File: src/rtl/ift_trace_pkg.sv
`default_nettype none
// ============================================================================
//  Module      : ift_trace_pkg
//  Description : Shared types and trace-word layout helpers for the IFT trace
//                capture block. A trace word is {timestamp, taint, value} with
//                the timestamp in the most significant bits.
//  Revision    : 1.0 - initial release
// ============================================================================
package ift_trace_pkg;

    // Capture session state.
    typedef enum logic [1:0] {
        ST_IDLE    = 2'd0,
        ST_ARMED   = 2'd1,
        ST_CAPTURE = 2'd2,
        ST_DONE    = 2'd3
    } trace_state_t;

    // Bit offset of the observed value field (least significant).
    function automatic int data_lsb();
        return 0;
    endfunction

    // Bit offset of the taint field, directly above the value.
    function automatic int taint_lsb(input int data_w);
        return data_w;
    endfunction

    // Bit offset of the timestamp field, directly above the taint.
    function automatic int ts_lsb(input int data_w, input int taint_w);
        return data_w + taint_w;
    endfunction

    // Total trace word width.
    function automatic int entry_width(input int ts_w, input int taint_w, input int data_w);
        return ts_w + taint_w + data_w;
    endfunction

endpackage : ift_trace_pkg
`default_nettype wire

File: src/rtl/ift_trace_fifo.sv
`default_nettype none
// ============================================================================
//  Module      : ift_trace_fifo
//  Description : Trace-word storage with read/write pointers and occupancy.
//                A write into a full buffer is ignored; fullness is judged on
//                the occupancy before any same-cycle pop. clear empties the
//                buffer synchronously and overrides same-cycle write/pop.
//  Ports       : clk, rst_n     - clock, asynchronous active-low reset
//                clear          - empty the buffer
//                wr_en, wr_data - push one word (ignored when full)
//                rd_pop         - pop head word (ignored when empty)
//                rd_valid       - buffer not empty
//                rd_data        - head word (zero when empty)
//                count          - words held
//                full           - count == DEPTH
//  Revision    : 1.0 - initial release
// ============================================================================
module ift_trace_fifo #(
    parameter int WIDTH = 50,
    parameter int DEPTH = 8
) (
    input  logic                     clk,
    input  logic                     rst_n,
    input  logic                     clear,
    input  logic                     wr_en,
    input  logic [WIDTH-1:0]         wr_data,
    input  logic                     rd_pop,
    output logic                     rd_valid,
    output logic [WIDTH-1:0]         rd_data,
    output logic [$clog2(DEPTH):0]   count,
    output logic                     full
);

    localparam int c_aw = $clog2(DEPTH);
    localparam int c_cw = c_aw + 1;
    localparam logic [c_cw-1:0] c_depth_cnt = c_cw'(DEPTH);

    logic [WIDTH-1:0] r_mem [DEPTH];
    logic [c_aw-1:0]  r_wr_ptr;
    logic [c_aw-1:0]  r_rd_ptr;
    logic [c_cw-1:0]  r_count;

    logic w_empty;
    logic w_full;
    logic w_do_wr;
    logic w_do_pop;

    assign w_empty  = (r_count == '0);
    assign w_full   = (r_count == c_depth_cnt);
    assign w_do_wr  = wr_en && !w_full;
    assign w_do_pop = rd_pop && !w_empty;

    // Pointers and occupancy. DEPTH is a power of two so the pointers wrap
    // naturally on overflow of their bit width.
    always_ff @(posedge clk or negedge rst_n) begin
        if (!rst_n) begin
            r_wr_ptr <= '0;
            r_rd_ptr <= '0;
            r_count  <= '0;
        end else if (clear) begin
            r_wr_ptr <= '0;
            r_rd_ptr <= '0;
            r_count  <= '0;
        end else begin
            if (w_do_wr) begin
                r_wr_ptr <= r_wr_ptr + 1'b1;
            end
            if (w_do_pop) begin
                r_rd_ptr <= r_rd_ptr + 1'b1;
            end
            case ({w_do_wr, w_do_pop})
                2'b10:   r_count <= r_count + 1'b1;
                2'b01:   r_count <= r_count - 1'b1;
                default: r_count <= r_count;
            endcase
        end
    end

    // Storage array carries no reset; stale contents are masked by rd_data.
    always_ff @(posedge clk) begin
        if (w_do_wr && !clear) begin
            r_mem[r_wr_ptr] <= wr_data;
        end
    end

    assign rd_valid = !w_empty;
    assign rd_data  = w_empty ? '0 : r_mem[r_rd_ptr];
    assign count    = r_count;
    assign full     = w_full;

endmodule : ift_trace_fifo
`default_nettype wire

File: src/rtl/ift_trace_capture.sv
`default_nettype none
// ============================================================================
//  Module      : ift_trace_capture
//  Description : Observation-side capture for IFT flip-flop tests. Samples the
//                observed value q and its taint vector q_t, packs them with a
//                cycle timestamp into trace words, buffers them, and drains
//                them through a valid/ready read port.
//  Ports       : clk, rst_n       - clock, asynchronous active-low reset
//                arm, stop        - start / end a capture session (pulses)
//                trig_mode        - 0: trigger at once, 1: on first q_t != 0
//                change_only      - 1: write only when {q,q_t} changed
//                q, q_t           - observed value and taint
//                rd_ready         - consumer accepts head entry
//                rd_valid/rd_data - head entry {ts, q_t, q}
//                count            - entries held
//                busy, done       - session state flags
//                overflow         - sticky: a write was dropped (buffer full)
//                taint_seen       - sticky: a written entry had q_t != 0
//  Revision    : 1.0 - initial release
// ============================================================================
module ift_trace_capture
    import ift_trace_pkg::*;
#(
    parameter  int DATA_W  = 2,
    parameter  int TAINT_W = 32,
    parameter  int DEPTH   = 8,
    parameter  int TS_W    = 16,
    localparam int ENTRY_W = TS_W + TAINT_W + DATA_W
) (
    input  logic                   clk,
    input  logic                   rst_n,
    input  logic                   arm,
    input  logic                   stop,
    input  logic                   trig_mode,
    input  logic                   change_only,
    input  logic [DATA_W-1:0]      q,
    input  logic [TAINT_W-1:0]     q_t,
    input  logic                   rd_ready,
    output logic                   rd_valid,
    output logic [ENTRY_W-1:0]     rd_data,
    output logic [$clog2(DEPTH):0] count,
    output logic                   busy,
    output logic                   done,
    output logic                   overflow,
    output logic                   taint_seen
);

    localparam int c_ts_lsb    = ts_lsb(DATA_W, TAINT_W);
    localparam int c_taint_lsb = taint_lsb(DATA_W);
    localparam int c_data_lsb  = data_lsb();
    localparam int c_entry_w   = entry_width(TS_W, TAINT_W, DATA_W);
    localparam int c_sample_w  = DATA_W + TAINT_W;

    trace_state_t            r_state;
    trace_state_t            w_state_next;
    logic                    r_busy;
    logic                    r_done;
    logic                    r_trig_mode;
    logic                    r_change_only;
    logic [TS_W-1:0]         r_ts;
    logic [c_sample_w-1:0]   r_last;
    logic                    r_overflow;
    logic                    r_taint_seen;

    logic                    w_in_armed;
    logic                    w_in_capture;
    logic                    w_trigger;
    logic                    w_changed;
    logic                    w_wr_req;
    logic                    w_wr_en;
    logic                    w_drop;
    logic                    w_full;
    logic                    w_rd_valid;
    logic [c_entry_w-1:0]    w_wr_data;

    assign w_in_armed   = (r_state == ST_ARMED);
    assign w_in_capture = (r_state == ST_CAPTURE);
    assign w_trigger    = w_in_armed && (!r_trig_mode || (|q_t));
    assign w_changed    = ({q, q_t} != r_last);

    // A write is wanted on the trigger sample and on qualifying capture
    // samples. arm restarts the session and stop's sample is discarded, so
    // neither cycle produces a write.
    assign w_wr_req = !arm && !stop &&
                      (w_trigger || (w_in_capture && (!r_change_only || w_changed)));
    assign w_wr_en  = w_wr_req && !w_full;
    assign w_drop   = w_wr_req && w_full;

    always_comb begin
        w_wr_data = '0;
        w_wr_data[c_ts_lsb    +: TS_W]    = r_ts;
        w_wr_data[c_taint_lsb +: TAINT_W] = q_t;
        w_wr_data[c_data_lsb  +: DATA_W]  = q;
    end

    always_comb begin
        w_state_next = r_state;
        if (arm) begin
            w_state_next = ST_ARMED;
        end else begin
            case (r_state)
                ST_IDLE:    w_state_next = ST_IDLE;
                ST_ARMED: begin
                    if (stop || w_drop) begin
                        w_state_next = ST_DONE;
                    end else if (w_trigger) begin
                        w_state_next = ST_CAPTURE;
                    end
                end
                ST_CAPTURE: begin
                    if (stop || w_drop) begin
                        w_state_next = ST_DONE;
                    end
                end
                ST_DONE:    w_state_next = ST_DONE;
                default:    w_state_next = ST_IDLE;
            endcase
        end
    end

    // State register with registered status flags derived from next state.
    always_ff @(posedge clk or negedge rst_n) begin
        if (!rst_n) begin
            r_state <= ST_IDLE;
            r_busy  <= 1'b0;
            r_done  <= 1'b0;
        end else begin
            r_state <= w_state_next;
            r_busy  <= (w_state_next == ST_ARMED) || (w_state_next == ST_CAPTURE);
            r_done  <= (w_state_next == ST_DONE);
        end
    end

    // Session configuration, timestamp, change reference and sticky flags.
    always_ff @(posedge clk or negedge rst_n) begin
        if (!rst_n) begin
            r_trig_mode   <= 1'b0;
            r_change_only <= 1'b0;
            r_ts          <= '0;
            r_last        <= '0;
            r_overflow    <= 1'b0;
            r_taint_seen  <= 1'b0;
        end else if (arm) begin
            r_trig_mode   <= trig_mode;
            r_change_only <= change_only;
            r_ts          <= '0;
            r_overflow    <= 1'b0;
            r_taint_seen  <= 1'b0;
        end else begin
            // Counts every busy cycle, saturating; holds in IDLE/DONE.
            if (r_busy && (r_ts != {TS_W{1'b1}})) begin
                r_ts <= r_ts + 1'b1;
            end
            if (w_wr_en) begin
                r_last <= {q, q_t};
                if (|q_t) begin
                    r_taint_seen <= 1'b1;
                end
            end
            if (w_drop) begin
                r_overflow <= 1'b1;
            end
        end
    end

    ift_trace_fifo #(
        .WIDTH (c_entry_w),
        .DEPTH (DEPTH)
    ) u_fifo (
        .clk      (clk),
        .rst_n    (rst_n),
        .clear    (arm),
        .wr_en    (w_wr_en),
        .wr_data  (w_wr_data),
        .rd_pop   (rd_ready),
        .rd_valid (w_rd_valid),
        .rd_data  (rd_data),
        .count    (count),
        .full     (w_full)
    );

    assign rd_valid   = w_rd_valid;
    assign busy       = r_busy;
    assign done       = r_done;
    assign overflow   = r_overflow;
    assign taint_seen = r_taint_seen;

endmodule : ift_trace_capture
`default_nettype wire

File: config.mk
export PLATFORM = sky130hd
export DESIGN_NAME = ift_trace_capture
export DESIGN_NICKNAME = d
export VERILOG_FILES = /design/src/rtl/ift_trace_pkg.sv /design/src/rtl/ift_trace_fifo.sv /design/src/rtl/ift_trace_capture.sv
export SDC_FILE = /design/constraint.sdc
export NUM_CORES = 1
export LEC_CHECK = 0
export CORE_MARGIN = 3
export CORE_UTILIZATION = 30
export CTS_CLUSTER_SIZE = 24
export DETAILED_ROUTE_END_ITERATION = 8
export PLACE_DENSITY = 0.46
export REMOVE_ABC_BUFFERS = 1
export SETUP_SLACK_MARGIN = 0.4
export SLEW_MARGIN = 10
export SYNTH_ARGS = -nofsm -noshare
export SYNTH_HDL_FRONTEND = slang
export SYNTH_SLANG_ARGS = --single-unit
File: constraint.sdc
create_clock -name clk -period 9.3 [get_ports clk]
set_clock_uncertainty 0.15 [all_clocks]
set_input_delay 1.86 -clock clk [delete_from_list [all_inputs] [get_ports clk]]
set_output_delay 1.86 -clock clk [all_outputs]
set_load 0.02 [all_outputs]
==> impl_metrics.csv, run 1 <==
group,metric,value,unit
power,powerDensity,279,mW/mm²
placed_design,io_buffer_count,99,
synth,synth-xor-area-share,0.0265,
synth,synth_area,0.0187,mm²
synth,synthCells,953,
worst_setup_path,r2r_end,"u_fifo.count[3]$_DFFE_PN0P_",
min_path,min_path_type,"reg -> reg",
layout,seq_area,0.0137,mm²
synth,async_flop_share,0.145,
synth,yosys.area.top_type,"edfxtp_1",
drt,antenna_left,0,
timing,drv_slew,0,
power,p_comb_frac,0.269,
worst_setup_path,slowest_stage,"dfrtp_4",
clocking,htreeDepth,2,
power,ir_drop,0.000267,V
global_routing,first_global_vias,9970,
timing,rsz0062_at_grt,"false",
worst_setup_path,crit_path_start,"u_fifo.r_rd_ptr[1]$_DFFE_PN0P_",
power,intPower,0.00446,W
clocking,clkLatencyLatePin,0.58,ns
synth,synth_compound_area_frac,0.00796,
min_path,min-delay-start,"r_last[23]$_DFFE_PN0P_",
global_routing,grt_use_total,0.136,
worst_setup_path,r2r_start,"r_last[0]$_DFFE_PN0P_",
worst_setup_path,cpPeakStageDelay,1.04,ns
global_routing,grt_start_max_net_pins,85,
placed_design,dp_hpwl,24.8,mm
synth,synth_edf_count,400,
worst_setup_path,r2r_cells,12,
synth,synthAdderAreaFrac,0.00508,
layout,nets,1129,
drt,vias_per_cell,4.72,
power,p_leak,7.13,nW
floorplan,rows,90,
clocking,cts_made_buffers,50,
worst_setup_path,path_buf_inv,2,
worst_setup_path,endpoint,"rd_data[41]",
drt,via_count,9214,
synth,seq_area_frac_synth,0.733,
run,drv_cap,0,
timing,slew_headroom,0.321,
synth,synth-simple-area-share,0.0450,
clocking,cts_tree,"built",
layout,syn2layout_area_growth,20.1,%
timing,period_needed,5.84,ns
drt,wl,44.4,mm
worst_setup_path,rrSetupSlack,5.56,ns
floorplan,die_h,256,µm
placed_design,dp.cells,1857,
power,switching_power,0.00180,W
synth,synthFlopType,"edfxtp_1",
worst_setup_path,worst-setup-path-type,"reg -> out",
layout,fill_cells,5757,
clocking,post_cts_buffers,0,
floorplan,initial_core_util,0.306,
worst_setup_path,path_cells,"buf_4, mux4_2, mux2i_1, nor2_1, clkdlybuf4s50_1",
power,seqPwrFrac,0.403,
global_routing,grt_pass1_wl,67.0,mm
power,switching_share,0.287,
worst_setup_path,required,7.29,ns
global_routing,antenna_found_initial,1,
status,outcome,"finished clean",
worst_setup_path,crit_family,"buffers and inverters",
timing,tightest_slew,1.02,ns
timing,finalCritPeriodShare,0.627,
worst_setup_path,crit_cells,5,
floorplan,fp.dieArea,0.0654,mm²
layout,multiInputGateArea,0.00480,mm²
worst_setup_path,cp_max_fo,56,
drt,initialDrtViolationCount,516,
timing,hold_viol,0,
synth,synth_top_area_frac,0.642,
drt,wire_per_inst,22.8,µm
clocking,cts.sinks,468,
synth,synth_top_family_by_area,"multiplexers",
synth,synth_mux_area_frac,0.169,
timing,fmax,171,MHz
clocking,clockBufferDepth,3,
layout,drive_gt1_frac,0.228,
min_path,hold_depth,1,
floorplan,core_area,0.0610,mm²
worst_setup_path,worstSetupEndpointType,"output pin",
timing,setup_viol_count_final,0,
clocking,clk_pin_slew,0.06,ns
power,p_clk_frac,0.328,
clocking,cts_resized,0,
synth,syn_area_per_cell,19.6,µm²
timing,final.setup.tns,0,ns
layout,fin_cells,1951,
synth,synth_cell_types,48,
clocking,clockRootBuffer,"clkbuf_16",
global_routing,grt-ovfl-total,0,
worst_setup_path,crit_arrival,3.83,ns
placed_design,routabilityCongestion,0.709,
clocking,cts_hold_buf,0,
synth,ys_ff_latch,468,
worst_setup_path,setup.worst_path.start_class,"register",
floorplan,dieWidth,256,µm
synth,synth_area_leaders,"edfxtp_1 64%, mux4_2 12%, dfrtp_1 9.1%",
drt,firstDrtPassIters,4,
synth,yosys_warnings,0,
floorplan,io_pins,100,
drt,drc,0,
==> synth_stat cells (all sizes together), types with 2 or more instances <==
master    n
nor4b     4
ha        6
or4b      2
o21ai     4
mux2i    52
mux2     35
xnor2    25
nand2    16
nand3     8
nor2     82
and2      2
nand4b    7
dfrtp    68
a31oi     2
nor4     18
nand4    13
edfxtp  400
or2       2
o31ai     2
mux4    100
clkbuf   20
xor2     29
a21oi     4
buf      26
nor3      7
inv       6
==> state kept, by name, indices dropped and copies added, names as in the netlist <==
| register | flops |
|---|---|
| busy | 1 |
| done | 1 |
| overflow | 1 |
| r_change_only | 1 |
| r_last | 34 |
| r_state | 2 |
| r_trig_mode | 1 |
| r_ts | 16 |
| taint_seen | 1 |
| u_fifo.count | 4 |
| u_fifo.r_mem | 400 |
| u_fifo.r_rd_ptr | 3 |
| u_fifo.r_wr_ptr | 3 |
==> worst min path at each step <==
stage | endpoint | slack, ns
after global routing | r_last[18]$_DFFE_PN0P_ | 0.38
after CTS | r_last[18]$_DFFE_PN0P_ | 0.38
after floorplan | r_change_only$_DFFE_PN0P_ | 0.33
final | r_last[23]$_DFFE_PN0P_ | 0.38
after detailed placement | r_last[18]$_DFFE_PN0P_ | 0.37
after global placement | r_last[6]$_DFFE_PN0P_ | 0.36
==> logic make-up (layout without fill, tap and decap cells) <==
family	after synthesis	after routing
AO/OA/AOI/OAI	19	19
multiplexers	187	187
adder cells (fa/ha/maj)	7	7
buffers and inverters	52	221
other	0	1
flip-flops	468	468
XOR/XNOR	55	55
AND/OR/NAND/NOR	165	165
==> power by group through the flow <==
stage	logic (W)	clock network (W)	registers, W
5_1_grt	0.00182	0.00220	0.00254
4_1_cts	0.00174	0.00212	0.00253
2_1_floorplan	0.00101	0	0.00263
3_3_place_gp	0.00174	0	0.00256
6_report	0.00168	0.00206	0.00252
3_5_place_dp	0.00173	0	0.00257
==> routing by layer <==
layer / GRT usage / share of wire
met5: 0 / 0.00038
met4: 0.0301 / 0.016
met3: 0.0256 / 0.035
met2: 0.224 / 0.48
met1: 0.188 / 0.46
==> per-stage QoR <==
| step | total power (W) | util | area, µm² | hold WS (ns) | setup slack [ns] |
|---|---|---|---|---|---|
| floorplan | 0.00364 | - | 18500 | 0.330 | 0.382 |
| finish | 0.00626 | 0.368 | 22500 | 0.376 | 3.46 |
| CTS | 0.00639 | 0.368 | 22500 | 0.379 | 3.30 |
| detailed placement | 0.00430 | 0.340 | 20800 | 0.365 | 3.08 |
| global route | 0.00656 | 0.368 | 22500 | 0.382 | 3.21 |
| global placement | 0.00430 | 0.340 | 20800 | 0.358 | 3.23 |
==> cell usage in the layout, fill, tap and decap left out, types with 2 or more instances in the layout <==
master,count
a21oi_1,4
nor2_1,82
ha_1,6
clkbuf_1,12
nand4_1,13
nor4_1,9
inv_1,6
clkdlybuf4s50_1,98
edfxtp_1,400
buf_4,23
nand2_1,16
o21ai_0,2
nor4b_1,2
mux2_2,35
dfrtp_1,65
dfrtp_4,3
a31oi_1,2
xnor2_1,25
nor4b_2,2
mux4_2,100
xor2_1,29
nor4_2,8
and2_1,2
nand3_1,8
clkbuf_16,51
nand4b_1,7
mux2i_1,52
nor3_2,2
nor3_1,5
bufinv_16,8
clkinv_1,6
clkinv_2,11
clkbuf_8,4
==> area by class of cell <==
cell class / instances / share of cell area
Antenna cell: 1 / 0.000111
Clock buffer: 67 / 0.0613
Clock inverter: 26 / 0.0145
Inverter: 6 / 0.00100
Multi-Input combinational cell: 433 / 0.214
Sequential cell: 468 / 0.611
Tap cell: 828 / 0.0461
Timing Repair Buffer: 122 / 0.0522
==> worst register-to-register path, stage by stage (launching register included) <==
cell and delay, ns:
dfrtp_1 0.39, xor2_1 0.15, nor4_2 0.43, nand4_1 0.19, o31a_1 0.40, or2_1 0.40
a21oi_1 0.37, ha_1 0.30, a21o_1 0.18, a21oi_1 0.27, nor4bb_1 0.10, a31oi_1 0.17
nand4b_1 0.10
Note: power is estimated with default switching activity, not from simulation.
==> inputs of run 2 (changes only) <==
PLACE_DENSITY = 0.47   (was 0.46)
clock period = 5 ns   (was 9.3 ns; I/O delays follow)
==> impl_metrics.csv, run 2 (same netlist as run 1, synthesis figures left out) <==
group,metric,value,unit
status,outcome,"finished clean",
drt,wire_per_inst,22.6,µm
timing,layout_setup_ws,0.696,ns
timing,fmax,232,MHz
clocking,cts_tree,"built",
worst_setup_path,setup.worst_path.start_class,"register",
placed_design,dp.cells,1904,
floorplan,io_pins,100,
timing,slew_headroom,0.523,
worst_setup_path,slowest_stage,"dfrtp_4",
layout,largestRegisters,"u_fifo.r_mem (400), r_last (34), r_ts (16)",
worst_setup_path,path_buf_inv,2,
layout,layout_commonest_cell,"edfxtp_1",
clocking,clockBufferDepth,3,
worst_setup_path,crit_family,"buffers and inverters",
floorplan,die_h,256,µm
global_routing,grt_start_max_net_pins,51,
placed_design,routabilityCongestion,0.733,
layout,final_cell_mix,"400 x edfxtp_1, 100 x mux4_2, 98 x clkdlybuf4s50_1",
min_path,min_path_type,"in -> async",
clocking,cts_made_buffers,53,
timing,tightest_slew,0.710,ns
layout,fill_cells,5687,
timing,setup_viol_count_final,0,
worst_setup_path,crit_path_start,"u_fifo.r_rd_ptr[1]$_DFFE_PN0P_",
floorplan,initial_core_util,0.306,
floorplan,core_area,0.0610,mm²
global_routing,first_global_vias,10247,
power,ir_drop,0.000260,V
layout,drive_gt1_frac,0.272,
placed_design,placed_area,0.0212,mm²
timing,rsz0062_at_grt,"false",
layout,multiInputGateArea,0.00480,mm²
clocking,cts.sinks,468,
layout,largest_reg_flops,400,
global_routing,antenna_found_initial,2,
floorplan,dieWidth,256,µm
layout,fin_cells,2006,
global_routing,grt_use_total,0.139,
worst_setup_path,required,3.85,ns
floorplan,fp.dieArea,0.0654,mm²
clocking,clockRootBuffer,"clkbuf_16",
clocking,clk_pin_slew,0.06,ns
global_routing,grt-ovfl-total,0,
timing,hold_viol,0,
placed_design,io_buffer_count,99,
layout,max_flop_register,"u_fifo.r_mem",
clocking,clkLatencyLatePin,0.59,ns
power,powerDensity,523,mW/mm²
clocking,htreeDepth,2,
clocking,post_cts_buffers,0,
timing,period_needed,4.30,ns
timing,finalCritPeriodShare,0.861,
timing,drv_slew,0,
worst_setup_path,cp_max_fo,35,
clocking,cts_hold_buf,0,
layout,syn2layout_area_growth,24.0,%
timing,final.setup.tns,0,ns
worst_setup_path,crit_arrival,3.15,ns
worst_setup_path,cpPeakStageDelay,0.84,ns
layout,final_cell_area,0.0232,mm²
drt,via_count,9443,
drt,vias_per_cell,4.71,
drt,antenna_left,0,
global_routing,grt_pass1_wl,68.3,mm
worst_setup_path,worstSetupEndpointType,"output pin",
drt,initialDrtViolationCount,545,
drt,firstDrtPassIters,5,
layout,nets,1180,
drt,wl,45.4,mm
floorplan,rows,90,
worst_setup_path,r2r_start,"r_last[33]$_DFFE_PN0P_",
run,drv_cap,0,
worst_setup_path,path_cells,"buf_4, mux4_2, mux2i_1, nor2_1, clkdlybuf4s50_1",
layout,seq_area,0.0137,mm²
worst_setup_path,worst-setup-path-type,"reg -> out",
drt,drc,0,
placed_design,pre_cts_ws,0.261,ns
power,p_leak,7.52,nW
placed_design,dp_hpwl,27.0,mm
clocking,cts_resized,0,
## run 2: changes by cell type in the layout (fill, tap and decap cells not counted), sizes merged
cell	before	now
bufinv	8	7
clkinv	17	8
buf	24	72
clkinvlp	0	2
clkbuf	67	82
## run 2: per-layer routing
layer | GRT usage | vias to the layer above | share of wire
met1 | 0.199 | 5022 | 0.47
met4 | 0.0380 | 2 | 0.019
met3 | 0.0234 | 59 | 0.040
li1 | - | 4186 | -
met5 | 0 | - | 0.00029
met2 | 0.220 | 174 | 0.47
## run 2: final cells by class
class                      count  share of cell area
antenna                        1            0.000108
clock buffer                  82              0.0733
clock inverter                18              0.0117
inverter                       6            0.000971
multi-input combinational    433               0.207
sequential                   468               0.592
tap                          828              0.0447
timing repair buffer         170              0.0704
## run 2: power breakdown
group	switching (W)	internal, W
Clock	0.00154	0.00269
Sequential	0.000215	0.00445
Combinational	0.00165	0.00158
## run 2: final timing paths
kind,slack [ns],depth (start not counted),end
max,0.70,5,rd_data[41]
min,0.27,1,r_last[23]$_DFFE_PN0P_
max reg2reg,1.69,13,u_fifo.count[3]$_DFFE_PN0P_
min reg2reg,0.38,1,r_last[28]$_DFFE_PN0P_
max in group asynchronous,3.53,2,u_fifo.r_rd_ptr[2]$_DFFE_PN0P_
min in group clk,0.38,1,r_last[28]$_DFFE_PN0P_
## run 2: through the flow
step | hold slack [ns] | total power, W | util
after floorplan | 0.330 | 0.00676 | -
after global placement | 0.356 | 0.00804 | 0.347
after detailed placement | 0.364 | 0.00806 | 0.347
after CTS | 0.266 | 0.0123 | 0.380
after global routing | 0.302 | 0.0127 | 0.380
final | 0.274 | 0.0121 | 0.380
